--- src/rtl/kbd_source_arbiter.sv ---
// Merges PS/2 typed keys and a paced host paste stream into the Apple-1 keyboard register.
// Typed keys go through a typeahead FIFO; paste chars are admitted only when everything is idle.
module kbd_source_arbiter #(
    parameter int FIFO_DEPTH = 8,
    parameter int PASTE_GAP  = 2500,
    parameter int CR_GAP     = 25000
) (
    input  logic       clk,
    input  logic       rst,
    input  logic       ps2_valid,
    input  logic [6:0] ps2_ascii,
    input  logic       paste_valid,
    input  logic [6:0] paste_ascii,
    output logic       paste_ready,
    input  logic       cs,
    input  logic       address,
    output logic [7:0] dout,
    output logic       overflow
);

    localparam int PTR_W   = $clog2(FIFO_DEPTH);
    localparam int CNT_W   = $clog2(FIFO_DEPTH + 1);
    localparam int GAP_MAX = (PASTE_GAP > CR_GAP) ? PASTE_GAP : CR_GAP;
    localparam int GAP_W   = (GAP_MAX > 0) ? $clog2(GAP_MAX + 1) : 1;

    localparam logic [CNT_W-1:0] FULL_CNT  = CNT_W'(FIFO_DEPTH);
    localparam logic [GAP_W-1:0] GAP_PASTE = GAP_W'(PASTE_GAP);
    localparam logic [GAP_W-1:0] GAP_CR    = GAP_W'(CR_GAP);

    logic [6:0]       mem [FIFO_DEPTH];
    logic [PTR_W-1:0] wr_ptr;
    logic [PTR_W-1:0] rd_ptr;
    logic [CNT_W-1:0] count;
    logic [6:0]       key;
    logic             key_rdy;
    logic [GAP_W-1:0] gap;

    logic       fifo_empty;
    logic       fifo_full;
    logic       drop;
    logic       paste_fire;
    logic       push;
    logic       pop;
    logic [6:0] push_data;
    logic       data_read;
    logic       status_read;

    assign fifo_empty  = (count == '0);
    assign fifo_full   = (count == FULL_CNT);
    assign drop        = ps2_valid && fifo_full;

    // A typed strobe always owns the cycle, so paste is only offered when the path is idle.
    assign paste_ready = !rst && (gap == '0) && fifo_empty && !key_rdy && !ps2_valid;
    assign paste_fire  = paste_valid && paste_ready;

    assign push      = (ps2_valid && !fifo_full) || paste_fire;
    assign push_data = ps2_valid ? ps2_ascii : paste_ascii;
    // Pop only into an empty holding register, so a data read that clears key_rdy
    // delays the next load by one cycle and keys are never merged.
    assign pop       = !key_rdy && !fifo_empty;

    assign data_read   = cs && !address;
    assign status_read = cs && address;

    // NOTE: the storage array has no reset; count and the pointers alone decide which entries are live.
    always_ff @(posedge clk) begin
        if (push) begin
            mem[wr_ptr] <= push_data;
        end
    end

    // NOTE: every register below uses <= so all decisions in a cycle see the pre-edge state.
    always_ff @(posedge clk) begin
        if (rst) begin
            wr_ptr <= '0;
            rd_ptr <= '0;
            count  <= '0;
        end else begin
            if (push) wr_ptr <= wr_ptr + 1'b1;
            if (pop)  rd_ptr <= rd_ptr + 1'b1;
            case ({push, pop})
                2'b10:   count <= count + 1'b1;
                2'b01:   count <= count - 1'b1;
                default: count <= count;
            endcase
        end
    end

    always_ff @(posedge clk) begin
        if (rst) begin
            key     <= '0;
            key_rdy <= 1'b0;
        end else if (pop) begin
            key     <= mem[rd_ptr];
            key_rdy <= 1'b1;
        end else if (data_read) begin
            key_rdy <= 1'b0;
        end
    end

    always_ff @(posedge clk) begin
        if (rst) begin
            gap <= '0;
        end else if (paste_fire) begin
            gap <= (paste_ascii == 7'h0D) ? GAP_CR : GAP_PASTE;
        end else if (gap != '0) begin
            gap <= gap - 1'b1;
        end
    end

    // A drop on the same edge as a status read keeps the flag set.
    always_ff @(posedge clk) begin
        if (rst) begin
            overflow <= 1'b0;
        end else if (drop) begin
            overflow <= 1'b1;
        end else if (status_read) begin
            overflow <= 1'b0;
        end
    end

    always_ff @(posedge clk) begin
        if (rst) begin
            dout <= 8'h00;
        end else if (data_read) begin
            dout <= {1'b1, key};
        end else if (status_read) begin
            dout <= {key_rdy, overflow, 6'b0};
        end
    end

endmodule

--- config.mk ---
export PLATFORM = sky130hd
export DESIGN_NAME = kbd_source_arbiter
export DESIGN_NICKNAME = d
export VERILOG_FILES = /design/src/rtl/kbd_source_arbiter.sv
export SDC_FILE = /design/constraint.sdc
export NUM_CORES = 1
export LEC_CHECK = 0
export BUFFER_PORTS_ARGS = -buffer_cell sky130_fd_sc_hd__buf_2
export CAP_MARGIN = 20
export CORE_UTILIZATION = 64
export CTS_BUF_LIST = sky130_fd_sc_hd__clkbuf_4 sky130_fd_sc_hd__clkbuf_8 sky130_fd_sc_hd__clkbuf_16
export DETAILED_ROUTE_END_ITERATION = 6
export HOLD_SLACK_MARGIN = 0.08
export PLACE_DENSITY = 0.84
export SLEW_MARGIN = 20
export SYNTH_ARGS = -nofsm -noshare
export SYNTH_HDL_FRONTEND = slang
export SYNTH_SLANG_ARGS = --single-unit
--- constraint.sdc ---
create_clock -name clk -period 5.51 [get_ports clk]
set_input_delay 1.102 -clock clk [delete_from_list [all_inputs] [get_ports clk]]
set_output_delay 1.102 -clock clk [all_outputs]
set_load 0.01 [all_outputs]
==> results.cfg <==
[timing]
tns_ns = 0
fmax_mhz = 258.7
fin_worst_skew_ns = 0.01349
setup_violations = 0
drv_slew = 0
hold_violations = 0
tightestPinTransition_ns = 1.008
period_share_pct = 70.16
rsz0062_at_grt = no
relSlewSlack_pct = 32.26
min_period_ns = 3.866

[clocking]
numCtsBuffers = 9
path_clk_slew_ns = 0.09
cts-hold-fix-buffers = 0
clock_path_buffers = 2
clk_latency_ns = 0.36
cts_tree = yes
clock-sinks = 98
post-cts-setup-buffers = 0
htreeDepth = 3
clockRootBuffer = clkbuf_8
cts_resized = 0

[yosys]
async_reset_ff_share_pct = 0
synth_top_area_cell = edfxtp_1
synthFlopType = edfxtp_1
synth-seq-cells = 98
synth.top_cell.area_share_pct = 38.62
syn_nets = 365
synth_edf_count = 56
synth_common_cells = edfxtp_1, dfxtp_1, nor2_1
synth_cell_types = 56
syn_inst = 338
synth_most_common_cell = edfxtp_1
ys_seq_area_share_pct = 57.93
ys_warn_count = 0
synth.area.top_cells = edfxtp_1, dfxtp_1, mux4_2
synth.avg_cell_area_um2 = 12.88
synth_area_mm2 = 0.004354

[pwr]
p_leak_nw = 1.617
p_total_mw = 2.316
peakVddDrop_mv = 0.3998
powerDensity_mw_per_mm2 = 491.8

[grt]
grt_pass1_vias = 2672
grt-ovfl-total = 0
grt_pass1_wl_um = 13540
grtUsageTotal_pct = 25.37
grt_max_degree = 41
antenna_found_initial = 0

[critical_path]
crit_fanout = 40
r2r_cells = 12
required_ns = 5.79
r2r-start = gap[0]
crit_path_end_kind = flop
worstSetupStartpointType = primary input
cp.arrival_ns = 4.15
worstSetupPathType = in2reg
reg2reg_slack_ns = 2.17
timing.rr.end = count[2]

[placement]
placedCellCount = 426
place_congestion = 0.8516
hpwl_um = 5610
place_area_mm2 = 0.004508
port_buffers = 29

[die]
die_x_um = 84.48
rows = 29
pin_count = 30
core_mm2 = 0.006459
start_util_pct = 67.42
dieArea_mm2 = 0.007137
die_h_um = 84.48

[routing]
vias = 2806
ant_nets = 0
routed_via_density = 6.348
drt_wl_total_um = 8220
drtIter0Drc = 215
drcViolationCount = 8
firstDrtPassIters = 7
post_drt_wl_per_cell_um = 18.60

[layout]
drive_gt1_share_pct = 22.47
layout.cells.non_filler = 442
n_antenna_cell = 0
final_nets = 387
fill_cells = 453
area_delta_synth_final_pct = 8.161
finish.instance_area_mm2 = 0.004710

[status]
failed_checks = DRC
outcome = complete, but fails checks

[min_path]
min_path_cells = 2
whs_endpoint = dout[2]
hp-class = reg2reg
hp-start = dout[2]

[job]
cap_violations = 0
==> worst max-delay path by stage <==
stage	start	to	slack, ns	cells past startpoint
2_1_floorplan	ps2_valid	count[2]	2.17	12
3_3_place_gp	rst	count[2]	1.48	11
3_5_place_dp	rst	count[2]	1.33	11
4_1_cts	rst	count[2]	1.70	11
5_1_grt	rst	count[2]	1.42	11
6_report	rst	count[2]	1.64	11
==> registers in the layout, summed over array words and instances (netlist names) <==
name,flops
gap,15
mem,56
wr_ptr,3
rd_ptr,3
overflow,1
count,4
key_rdy,1
key,7
dout,8
==> where the power goes <==
group	internal (mW)	switching, mW	leakage, nW	total (mW)
Sequential	0.900	0.154	0.853	1.05
Clock	0.209	0.245	0.0947	0.453
Combinational	0.366	0.443	0.669	0.809
==> cell families (layout without fill, tap and decap cells) <==
| kind of cell | after synthesis | count (layout) | share of synthesized area [%] |
|---|---|---|---|
| buffers and inverters | 26 | 53 | 2.787 |
| AND/OR/NAND/NOR | 107 | 107 | 15.52 |
| flip-flops | 98 | 98 | 57.93 |
| XOR/XNOR | 5 | 5 | 1.006 |
| AO/OA/AOI/OAI | 61 | 61 | 8.650 |
| multiplexers | 34 | 34 | 12.10 |
| adder cells (fa/ha/maj) | 7 | 7 | 2.011 |
==> per-layer routing <==
layer / vias to the layer above / wire length (um) / track usage [%]
met5: - / 0 / 0
met4: 0 / 89 / 8.475
met3: 7 / 439 / 6.195
met2: 89 / 3915 / 39.76
met1: 1370 / 3776 / 35.17
li1: 1340 / - / -
==> final cells by class <==
cell class	instances	area (um^2)	area share, %
well taps	77	96.34	2.046
repair buffers	30	152.6	3.241
inverters	7	26.28	0.5579
flip-flops and latches	98	2522	53.56
multi-input cells	214	1720	36.53
clock buffers	9	123.9	2.630
clock inverters	7	67.56	1.435
==> metrics by stage <==
stage | utilization [%] | hold WS [ns] | setup WS [ns]
floorplan | - | 0.4711 | 2.168
global placement | 69.80 | 0.4578 | 1.476
detailed placement | 69.80 | 0.4734 | 1.325
CTS | 72.76 | 0.4955 | 1.702
global route | 72.92 | 0.5239 | 1.419
finish | 72.92 | 0.4948 | 1.644
==> worst max-delay path: stages <==
cell and delay (ns):
buf_2 0.57, nor3_1 0.19, and4_1 0.28, a21oi_2 0.62
ha_1 0.38, xor2_1 0.19, ha_1 0.17, a21oi_1 0.05
xor2_1 0.16, or3_1 0.31, a21oi_1 0.13
==> cells in the final DEF (no fill, tap or decap), types with 3 or more instances in the layout <==
| master | synthesis | routed |
|---|---|---|
| nor4b_2 | 3 | 3 |
| a21oi_1 | 18 | 18 |
| buf_2 | 4 | 29 |
| o21a_1 | 3 | 3 |
| or3_1 | 4 | 4 |
| nand2_1 | 20 | 20 |
| xor2_1 | 3 | 3 |
| a211oi_1 | 8 | 8 |
| nor2b_1 | 4 | 4 |
| nor4b_1 | 3 | 3 |
| nand3_1 | 4 | 4 |
| mux2i_1 | 11 | 11 |
| nor2_1 | 32 | 32 |
| o21ai_0 | 15 | 15 |
| ha_1 | 7 | 7 |
| a31oi_1 | 6 | 6 |
| edfxtp_1 | 56 | 56 |
| dfxtp_1 | 42 | 42 |
| mux2_2 | 9 | 9 |
| clkinv_1 | 1 | 3 |
| nor3_1 | 9 | 8 |
| inv_1 | 6 | 6 |
| clkbuf_8 | 0 | 9 |
| mux4_2 | 14 | 14 |
| or4b_1 | 4 | 4 |
Note: power is estimated with default switching activity, not from simulation.
